<file path="config.mk">
export PLATFORM = sky130hd
export DESIGN_NAME = uart_boot_streamer
export DESIGN_NICKNAME = d
export VERILOG_FILES = /design/src/rtl/uart_boot_streamer.sv
export SDC_FILE = /design/constraint.sdc
export NUM_CORES = 1
export LEC_CHECK = 0
export CORE_MARGIN = 3
export CORE_UTILIZATION = 51
export CTS_BUF_LIST = sky130_fd_sc_hd__clkbuf_16
export DETAILED_ROUTE_END_ITERATION = 10
export GPL_ROUTABILITY_DRIVEN = 0
export PLACE_DENSITY = 0.82
export SLEW_MARGIN = 25
export SYNTH_ARGS = -nofsm -noshare
export SYNTH_HDL_FRONTEND = slang
export SYNTH_SLANG_ARGS = --single-unit
</file>
<file path="constraint.sdc">
create_clock -name clk -period 4.65 [get_ports clk]
set_input_delay 0.6975 -clock clk [delete_from_list [all_inputs] [get_ports clk]]
set_output_delay 0.6975 -clock clk [all_outputs]
set_load 0.05 [all_outputs]
</file>
<file path="src/rtl/uart_boot_streamer.sv">
`default_nettype none
// ============================================================================
// Module   : uart_boot_streamer
// Purpose  : Host-side boot-stream engine. For each of NSEC sections it waits
//            for that section's sync byte from the core's UART TX, optionally
//            sends a 32-bit little-endian byte-count header, then streams the
//            section's words from a synchronous-read word memory to the core's
//            UART RX, one byte at a time, in the configured byte order.
// Ports    : clk, resetn          - clock, asynchronous active-low reset
//            rx_data/rx_ready     - received byte and its 1-cycle strobe
//            tx_data/tx_start     - byte and send request towards uart_tx
//            tx_busy              - uart_tx busy flag
//            mem_addr/mem_en      - word read port (data 1 cycle after mem_en)
//            mem_rdata            - memory read data
//            sec_base/len/sync/hdr- packed per-section configuration
//            abort                - synchronous restart to section 0
//            sec_idx/busy/done    - progress status
//            bytes_sent           - bytes handed to uart_tx since reset/abort
// Revision : 1.0 - initial release
// ============================================================================
module uart_boot_streamer #(
  parameter int NSEC       = 2,
  parameter int WORD_W     = 32,
  parameter int ADDR_W     = 15,
  parameter int BIG_ENDIAN = 0
) (
  input  logic                   clk,
  input  logic                   resetn,
  input  logic [7:0]             rx_data,
  input  logic                   rx_ready,
  output logic [7:0]             tx_data,
  output logic                   tx_start,
  input  logic                   tx_busy,
  output logic [ADDR_W-1:0]      mem_addr,
  output logic                   mem_en,
  input  logic [WORD_W-1:0]      mem_rdata,
  input  logic [NSEC*ADDR_W-1:0] sec_base,
  input  logic [NSEC*ADDR_W-1:0] sec_len,
  input  logic [NSEC*8-1:0]      sec_sync,
  input  logic [NSEC-1:0]        sec_hdr,
  input  logic                   abort,
  output logic [$clog2(NSEC):0]  sec_idx,
  output logic                   busy,
  output logic                   done,
  output logic [31:0]            bytes_sent
);

  localparam int SIW = $clog2(NSEC) + 1;
  localparam int NB  = WORD_W / 8;

  localparam logic [2:0] c_SYNC      = 3'd0;
  localparam logic [2:0] c_HDR_SEND  = 3'd1;
  localparam logic [2:0] c_HDR_WAIT  = 3'd2;
  localparam logic [2:0] c_FETCH     = 3'd3;
  localparam logic [2:0] c_LOAD      = 3'd4;
  localparam logic [2:0] c_BYTE_SEND = 3'd5;
  localparam logic [2:0] c_BYTE_WAIT = 3'd6;
  localparam logic [2:0] c_DONE      = 3'd7;

  localparam logic [3:0]     c_LAST_HDR_BYTE = 4'd3;
  localparam logic [3:0]     c_LAST_PAY_BYTE = 4'(NB - 1);
  localparam logic [SIW-1:0] c_LAST_SEC      = SIW'(NSEC - 1);
  localparam logic [ADDR_W:0] c_ONE_IDX      = (ADDR_W+1)'(1);

  logic [2:0]        r_state;
  logic [SIW-1:0]    r_sec_idx;
  logic [ADDR_W-1:0] r_addr;
  logic [ADDR_W-1:0] r_len;
  logic [ADDR_W-1:0] r_word_idx;
  logic [3:0]        r_byte_cnt;
  logic [31:0]       r_hdr;
  logic [WORD_W-1:0] r_shift;
  logic [31:0]       r_bytes_sent;

  logic [ADDR_W-1:0] w_cur_base;
  logic [ADDR_W-1:0] w_cur_len;
  logic [7:0]        w_cur_sync;
  logic              w_cur_hdr;
  logic              w_sync_hit;
  logic [31:0]       w_hdr_val;
  logic              w_more_words;
  logic [7:0]        w_pay_byte;
  logic [WORD_W-1:0] w_shift_nxt;

  // Configuration of the section currently waiting for its sync byte.
  always_comb begin
    w_cur_base = '0;
    w_cur_len  = '0;
    w_cur_sync = '0;
    w_cur_hdr  = 1'b0;
    for (int i = 0; i < NSEC; i++) begin
      if (r_sec_idx == SIW'(i)) begin
        w_cur_base = sec_base[i*ADDR_W +: ADDR_W];
        w_cur_len  = sec_len[i*ADDR_W +: ADDR_W];
        w_cur_sync = sec_sync[i*8 +: 8];
        w_cur_hdr  = sec_hdr[i];
      end
    end
  end

  assign w_sync_hit   = rx_ready && (rx_data == w_cur_sync);
  assign w_hdr_val    = 32'(w_cur_len) * 32'(NB);
  // One extra bit so that index+1 cannot wrap when len is at its maximum.
  assign w_more_words = ({1'b0, r_word_idx} + c_ONE_IDX) < {1'b0, r_len};

  if (BIG_ENDIAN != 0) begin : g_msb_first
    assign w_pay_byte  = r_shift[WORD_W-1 -: 8];
    assign w_shift_nxt = r_shift << 8;
  end else begin : g_lsb_first
    assign w_pay_byte  = r_shift[7:0];
    assign w_shift_nxt = r_shift >> 8;
  end

  always_ff @(posedge clk or negedge resetn) begin
    if (!resetn) begin
      r_state      <= c_SYNC;
      r_sec_idx    <= '0;
      r_addr       <= '0;
      r_len        <= '0;
      r_word_idx   <= '0;
      r_byte_cnt   <= '0;
      r_hdr        <= '0;
      r_shift      <= '0;
      r_bytes_sent <= '0;
    end else if (abort) begin
      // A byte already inside uart_tx finishes on its own; nothing waits for it.
      r_state      <= c_SYNC;
      r_sec_idx    <= '0;
      r_addr       <= '0;
      r_word_idx   <= '0;
      r_byte_cnt   <= '0;
      r_bytes_sent <= '0;
    end else begin
      case (r_state)
        c_SYNC: begin
          if (w_sync_hit) begin
            r_addr     <= w_cur_base;
            r_len      <= w_cur_len;
            r_word_idx <= '0;
            r_byte_cnt <= '0;
            r_hdr      <= w_hdr_val;
            r_state    <= w_cur_hdr ? c_HDR_SEND : c_FETCH;
          end
        end
        c_HDR_SEND: begin
          if (tx_busy) begin
            r_state      <= c_HDR_WAIT;
            r_bytes_sent <= r_bytes_sent + 32'd1;
          end
        end
        c_HDR_WAIT: begin
          if (!tx_busy) begin
            r_hdr <= {8'h00, r_hdr[31:8]};
            if (r_byte_cnt == c_LAST_HDR_BYTE) begin
              r_byte_cnt <= '0;
              r_state    <= c_FETCH;
            end else begin
              r_byte_cnt <= r_byte_cnt + 4'd1;
              r_state    <= c_HDR_SEND;
            end
          end
        end
        c_FETCH: begin
          if (r_len == '0) begin
            r_sec_idx <= r_sec_idx + SIW'(1);
            r_state   <= (r_sec_idx == c_LAST_SEC) ? c_DONE : c_SYNC;
          end else begin
            r_state <= c_LOAD;
          end
        end
        c_LOAD: begin
          r_shift <= mem_rdata;
          r_state <= c_BYTE_SEND;
        end
        c_BYTE_SEND: begin
          if (tx_busy) begin
            r_state      <= c_BYTE_WAIT;
            r_bytes_sent <= r_bytes_sent + 32'd1;
          end
        end
        c_BYTE_WAIT: begin
          if (!tx_busy) begin
            r_shift <= w_shift_nxt;
            if (r_byte_cnt == c_LAST_PAY_BYTE) begin
              r_byte_cnt <= '0;
              if (w_more_words) begin
                r_word_idx <= r_word_idx + ADDR_W'(1);
                r_addr     <= r_addr + ADDR_W'(1);
                r_state    <= c_FETCH;
              end else begin
                r_sec_idx <= r_sec_idx + SIW'(1);
                r_state   <= (r_sec_idx == c_LAST_SEC) ? c_DONE : c_SYNC;
              end
            end else begin
              r_byte_cnt <= r_byte_cnt + 4'd1;
              r_state    <= c_BYTE_SEND;
            end
          end
        end
        c_DONE: begin
          r_state <= c_DONE;
        end
        default: begin
          r_state <= c_SYNC;
        end
      endcase
    end
  end

  // tx_data only carries a byte while a header/payload transfer is in flight.
  always_comb begin
    tx_data = 8'h00;
    case (r_state)
      c_HDR_SEND, c_HDR_WAIT:   tx_data = r_hdr[7:0];
      c_BYTE_SEND, c_BYTE_WAIT: tx_data = w_pay_byte;
      default:                  tx_data = 8'h00;
    endcase
  end

  assign tx_start   = (r_state == c_HDR_SEND) || (r_state == c_BYTE_SEND);
  // Zero-length sections pass through FETCH without touching the memory.
  assign mem_en     = (r_state == c_FETCH) && (r_len != '0);
  assign mem_addr   = r_addr;
  assign sec_idx    = r_sec_idx;
  assign busy       = (r_state != c_SYNC) && (r_state != c_DONE);
  assign done       = (r_state == c_DONE);
  assign bytes_sent = r_bytes_sent;

endmodule
`default_nettype wire

</file>
-- After elaboration in Yosys (flattened, before gate mapping)
Index checks and enable logic that the tools add are counted.
- bits of input ports: 123
- output and inout port bits: 61
- register bits after elaboration: 150
- reduce and logical (&&, ||, !) cells: 28
- muxes and demuxes: 53
- bitwise gates (word level): 1
- $lt $le $gt $ge: 1
- $add $sub $neg: 6
- eq/ne operators: 24
- operators with widths (kind ; number):
    $mux W15 ; 14
    $mux W32 ; 6
    $pmux W32 S2 ; 2
    $pmux W15 S2 ; 2
    $add A32 B1 Y32 const B ; 1
    $add A15 B1 Y15 const B ; 2
    $mux W3 ; 10
    $ne A3 B3 Y1 const B ; 10
    $pmux W3 S8 ; 1
    $add A15 B1 Y16 const B ; 1
    $lt A16 B15 Y1 ; 1
    $mux W4 ; 4
    $mux W8 ; 2
    $pmux W8 S2 ; 1
    $logic_not A15 Y1 ; 1
    $reduce_and A5 Y1 ; 3
    $reduce_bool A15 Y1 ; 1
    $mux W2 ; 7
    $eq A3 B3 Y1 const B ; 4
    $reduce_bool A3 Y1 ; 4
    $reduce_and A3 Y1 ; 3
    $eq A8 B8 Y1 ; 1
    $pmux W4 S2 ; 1
    $reduce_bool A2 Y1 ; 4
    other kinds (18) ; 27

-- Depth between registers and ports, before layout
Gate-level depths: netlist of the first run.
- depth after elaboration: 8
- gate-level depth with buffers: 17
- mapped depth without buffers: 15

-- Worst setup path before layout of the first run
Ideal clock, no wire load.
- path kind: reg-to-reg
- start: register r_word_idx[2]
- end: register r_addr[0] (netlist: mem_addr[0])
- path buffers: 3
- setup slack: 1139 ps
- data arrival time: 3400 ps
- setup time: 110 ps
- required time: 4540 ps
- cell stages (with the launch flop): 16
- clock period less this slack: 3511 ps
- cells stage by stage: dfrtp_1 > nand3_1 > or2_2 > clkbuf_1 > nor3_1 > xor2_1 > ha_1 > a21o_1 > a21o_1 > a211oi_1 > nand3_1 > and2_1 > buf_2 > or2_0 > buf_2 > o41ai_1
- longest elaborated chain between the ends: 4
- ends and longest elaborated chain (element ; RTL line ; text):
    start, declared ; 69 ; logic [ADDR_W-1:0] r_word_idx;
    start signal, assigned ; 187 ; r_word_idx <= r_word_idx + ADDR_W'(1);
    $add A15 B1 Y16 ; 104 ; assign w_more_words = ({1'b0, r_word_idx} + c_ONE_IDX) < {1'b0, r_len};
    $lt A16 B15 Y1 ; 104 ;
    $ne A3 B3 Y1 (no line) ; n/a ;
    $reduce_and A5 Y1 (no line) ; n/a ;
    end signal, assigned ; 137 ; r_addr <= w_cur_base;
    end signal, assigned ; 188 ; r_addr <= r_addr + ADDR_W'(1);
    end, declared ; 67 ; logic [ADDR_W-1:0] r_addr;
Every way passes these cells.
A chain may end at the register's enable or synchronous reset.

-- Final worst setup path of the first run
- start: register r_word_idx[0]
- end: register r_word_idx[7]
- longest elaborated chain between the ends: 6
- elaborated cells between the ends (all ways): 10
- classes of those cells: add/sub (2); order compare (1); eq/ne (1); mux (5); reduce/logical (1)
- ends and longest elaborated chain (element):
    branches (longest 6 deep; another with $add A15 B1 Y16)
Parallel ways; which one is timed is not known. The select of a mux whose other input is x is not followed.

==> reports/results.tsv, run 1 <==
stage	metric	value	unit
pwr	p_comb_share	17.4	%
die	die_w	131	µm
worst_setup_path	arrival	4.35	ns
sta	worstMarginPinSlew	0.930	ns
routing	ant_nets	0	
clock_tree	clock-sinks	135	
sta	finalHoldViolCount	0	
sta	slew_viol_final	0	
grt	gr-total-overflow	0	
final_layout	antennaDiodeCount	0	
sta	slew_headroom	38.0	%
final_layout	area_growth	33.5	%
final_layout	fin_util	69.7	%
routing	vias	7585	
synth	synth.ff_latch_count	135	
worst_setup_path	rr_startpoint	r_word_idx[0]$_DFFE_PN0P_	
worst_setup_path	slowest_delay	0.62	ns
sta	setup_tns	0	ns
clock_tree	clkLatencyLatePin	0.42	ns
pwr	intPower	0.00266	W
clock_tree	cts_resized	0	
die	ios	184	
pwr	ir_worst_vdd	0.311	mV
worst_setup_path	end_kind	register	
die	num_rows	45	
routing	post_drt_via_cell_ratio	5.74	
sta	post-route-min-period	4.02	ns
sta	setup_violations	0	
synth	yosys.cell_types.count	61	
flow_run	cap_viol_max_count	0	
die	coreArea	0.0153	mm²
worst_setup_path	startpoint	r_word_idx[0]$_DFFE_PN0P_	
routing	wl_per_cell	16.6	µm
pwr	powerDensity	342	mW/mm²
placed_design	io_buffers	183	
sta	fmax	0.248	GHz
pwr	pwr-share-seq	40.3	%
synth	synth-async-reset-ratio	100	%
pwr	p_sw	0.000983	W
clock_tree	cts-hold-fix-buffers	0	
routing	drc	0	
clock_tree	clockBufferDepth	2	
clock_tree	path_clk_slew	0.06	ns
grt	use_met3	6.54	%
synth	synth_nets	1084	
pwr	switching_share	27.0	%
worst_setup_path	cp_max_fo	10	
sta	finalClockSkew	0.00693	ns
synth	avgSynthCellArea	8.46	µm²
placed_design	hpwl	15300	µm
min_path	worst_hold_path_type	in2async	
grt	grt_pass1_wl	34800	µm
clock_tree	numCtsBuffers	17	
synth	synth-seq-area-share	42.4	%
final_layout	drive_above_1_share	6.66	%
synth	syn_inst	941	
grt	grt_max_degree	105	
worst_setup_path	cp.required	4.98	ns
pwr	clock_power_share	42.3	%
worst_setup_path	cp_top_family	simple AND/OR/NAND/NOR gates	
sta	rsz0062_at_grt	false	
worst_setup_path	rr_worst_depth	15	
routing	drt_iter0_drc	587	
worst_setup_path	crit_slowest_cell	nor3_2	
synth	synth_edf_count	0	
die	dieArea	0.0172	mm²
clock_tree	post_cts_buffers	0	
grt	grt_use_met2	41.1	%
status	status	complete, no violations	
grt	grt_usage	25.4	%
worst_setup_path	crit-reg2reg-capture	r_word_idx[7]$_DFFE_PN0P_	
worst_setup_path	crit_buf_inv	0	
worst_setup_path	crit_type	reg2reg	
final_layout	fin_nets	1241	
clock_tree	cts-root-buf	clkbuf_16	
routing	dr.pass1.iters	5	
die	start_util	52.2	%
clock_tree	cts_tree	done	
routing	drt_wl_total	21900	µm
synth	synth-main-ff-cell	dfrtp_1	
sta	finalCritPeriodShare	86.5	%
die	die_y	131	µm
clock_tree	htree_num_levels	4	
worst_setup_path	start_kind	register	
pwr	leakage	4.77	nW
worst_setup_path	regToRegSetupSlack	0.63	ns
grt	grt_pass1_vias	7071	
grt	grt-busiest-layer	met2	
worst_setup_path	path_cells	ha_1, nand2_1, nor2_1, nand2_1, nor2_1, nand3_1, xnor2_1, ha_1, nand3_1, a211oi_1, a211oi_1, nand2_1, nor3_2, a22oi_1, a211oi_1	
synth	syn_area	0.00796	mm²
synth	synth.yosys.warnings	0	
grt	grt_use_met1	33.9	%
grt	antenna_found_initial	0	
## sequential cells by signal, summed over array words and instances (netlist names)
name	count
r_len	15
r_word_idx	15
r_shift	32
r_hdr	17
bytes_sent	32
r_state	3
mem_addr	15
sec_idx	2
r_byte_cnt	4
## metal layers
metal,vias up,wire length (µm)
met4,0,454
met5,-,0
met3,39,1230
met2,249,11000
met1,3642,9300
li1,3655,-
## how the worst max path moves through the flow
stage,cells past startpoint,endpoint,slack [ns]
5_1_grt,15,r_word_idx[7]$_DFFE_PN0P_,0.24
6_report,15,r_word_idx[7]$_DFFE_PN0P_,0.63
3_5_place_dp,15,r_word_idx[7]$_DFFE_PN0P_,0.69
2_1_floorplan,15,mem_addr[0]$_DFFE_PN0P_,1.14
3_3_place_gp,15,r_word_idx[7]$_DFFE_PN0P_,0.81
4_1_cts,15,r_word_idx[7]$_DFFE_PN0P_,0.67
## cell usage in the layout (no fill, tap or decap), types with 6 or more instances in the layout
master	n
and3_1	17
nand3b_1	10
a31oi_1	31
nand3_1	43
nand4_1	18
or3_1	9
dfrtp_1	135
clkdlybuf4s50_1	181
and4_1	6
nor3_1	17
xnor2_1	13
nor2_1	139
nand2_1	121
mux2i_1	17
o21ai_0	26
bufinv_16	6
and2_1	10
a21o_1	21
mux2_2	10
buf_4	14
inv_1	29
a221oi_1	8
clkbuf_16	17
a21oi_1	53
o31ai_1	16
a22oi_1	12
ha_1	19
xor2_1	29
nor4_1	8
## layout make-up
class / instances / area [µm²]
fillers: 1202 / 4620
repair buffers: 197 / 1940
clock buffers: 17 / 425
multi-input cells: 718 / 4270
clock inverters: 15 / 250
flip-flops and latches: 135 / 3380
well taps: 211 / 264
inverters: 29 / 109
## synthesized netlist by cell type (6+ instances only)
master / number / area share, %
nand2_1: 122 / 5.8
o31ai_1: 16 / 1.5
a221oi_1: 8 / 0.88
and3_1: 17 / 1.3
nand3_1: 43 / 2.7
or3_1: 9 / 0.71
nor4_1: 8 / 0.63
and4_1: 6 / 0.66
xor2_1: 29 / 3.2
nor3_1: 17 / 1.1
a31oi_1: 31 / 2.4
ha_1: 20 / 3.1
nor2b_1: 6 / 0.47
a21oi_1: 53 / 3.3
xnor2_1: 13 / 1.4
inv_1: 29 / 1.4
dfrtp_1: 135 / 42
a21o_1: 21 / 2.0
clkbuf_1: 43 / 2.0
nand3b_1: 10 / 0.94
a22oi_1: 12 / 1.1
buf_1: 8 / 0.38
and2_1: 10 / 0.79
mux2_2: 10 / 1.4
mux2i_1: 17 / 2.1
buf_2: 8 / 0.50
nor2_1: 140 / 6.6
o21ai_0: 26 / 1.6
nand4_1: 18 / 1.4
## worst reg2reg max path, stage by stage, from the launching register on
cell	delay (ns)
dfrtp_1	0.42
ha_1	0.27
nand2_1	0.07
nor2_1	0.31
nand2_1	0.10
nor2_1	0.26
nand3_1	0.13
xnor2_1	0.23
ha_1	0.28
nand3_1	0.11
a211oi_1	0.07
a211oi_1	0.43
nand2_1	0.23
nor3_2	0.62
a22oi_1	0.14
a211oi_1	0.26
## cells by family after synthesis
| group | synth area share [%] |
|---|---|
| AND/OR/NAND/NOR | 24.9 |
| AO/OA/AOI/OAI | 17.1 |
| flip-flops | 42.4 |
| buffers and inverters | 4.27 |
| XOR/XNOR | 4.62 |
| multiplexers | 3.55 |
| adder cells (fa/ha/maj) | 3.14 |
## per-stage QoR
stage | instance area (µm²) | hold slack (ns) | total power [W] | instances | setup slack [ns]
final | 10600 | 0.377 | 0.00364 | 1322 | 0.626
after global routing | 10600 | 0.438 | 0.00379 | 1322 | 0.242
after CTS | 10600 | 0.449 | 0.00366 | 1322 | 0.666
after detailed placement | 9960 | 0.455 | 0.00211 | 1290 | 0.687
after global placement | 9960 | 0.449 | 0.00209 | 1290 | 0.812
after floorplan | 7960 | 0.402 | 0.00184 | 941 | 1.14
## power by group through the flow
stage               clock network [W]  logic (W)  registers [W]
floorplan                           0   0.000388        0.00145
finish                        0.00154   0.000632        0.00147
global placement                    0   0.000611        0.00147
detailed placement                  0   0.000628        0.00148
global route                  0.00161   0.000700        0.00149
CTS                           0.00156   0.000637        0.00147
Note: power is estimated with default switching activity, not from simulation.
==> run 2, diff against run 1 <==
--- a/config.mk
+++ b/config.mk
@@ -15,3 +15,4 @@
 export SYNTH_ARGS = -nofsm -noshare
 export SYNTH_HDL_FRONTEND = slang
 export SYNTH_SLANG_ARGS = --single-unit
+export TNS_END_PERCENT = 5
==> results of run 2 <==
No change in the layout: final DEF, timing and power equal those of run 1.
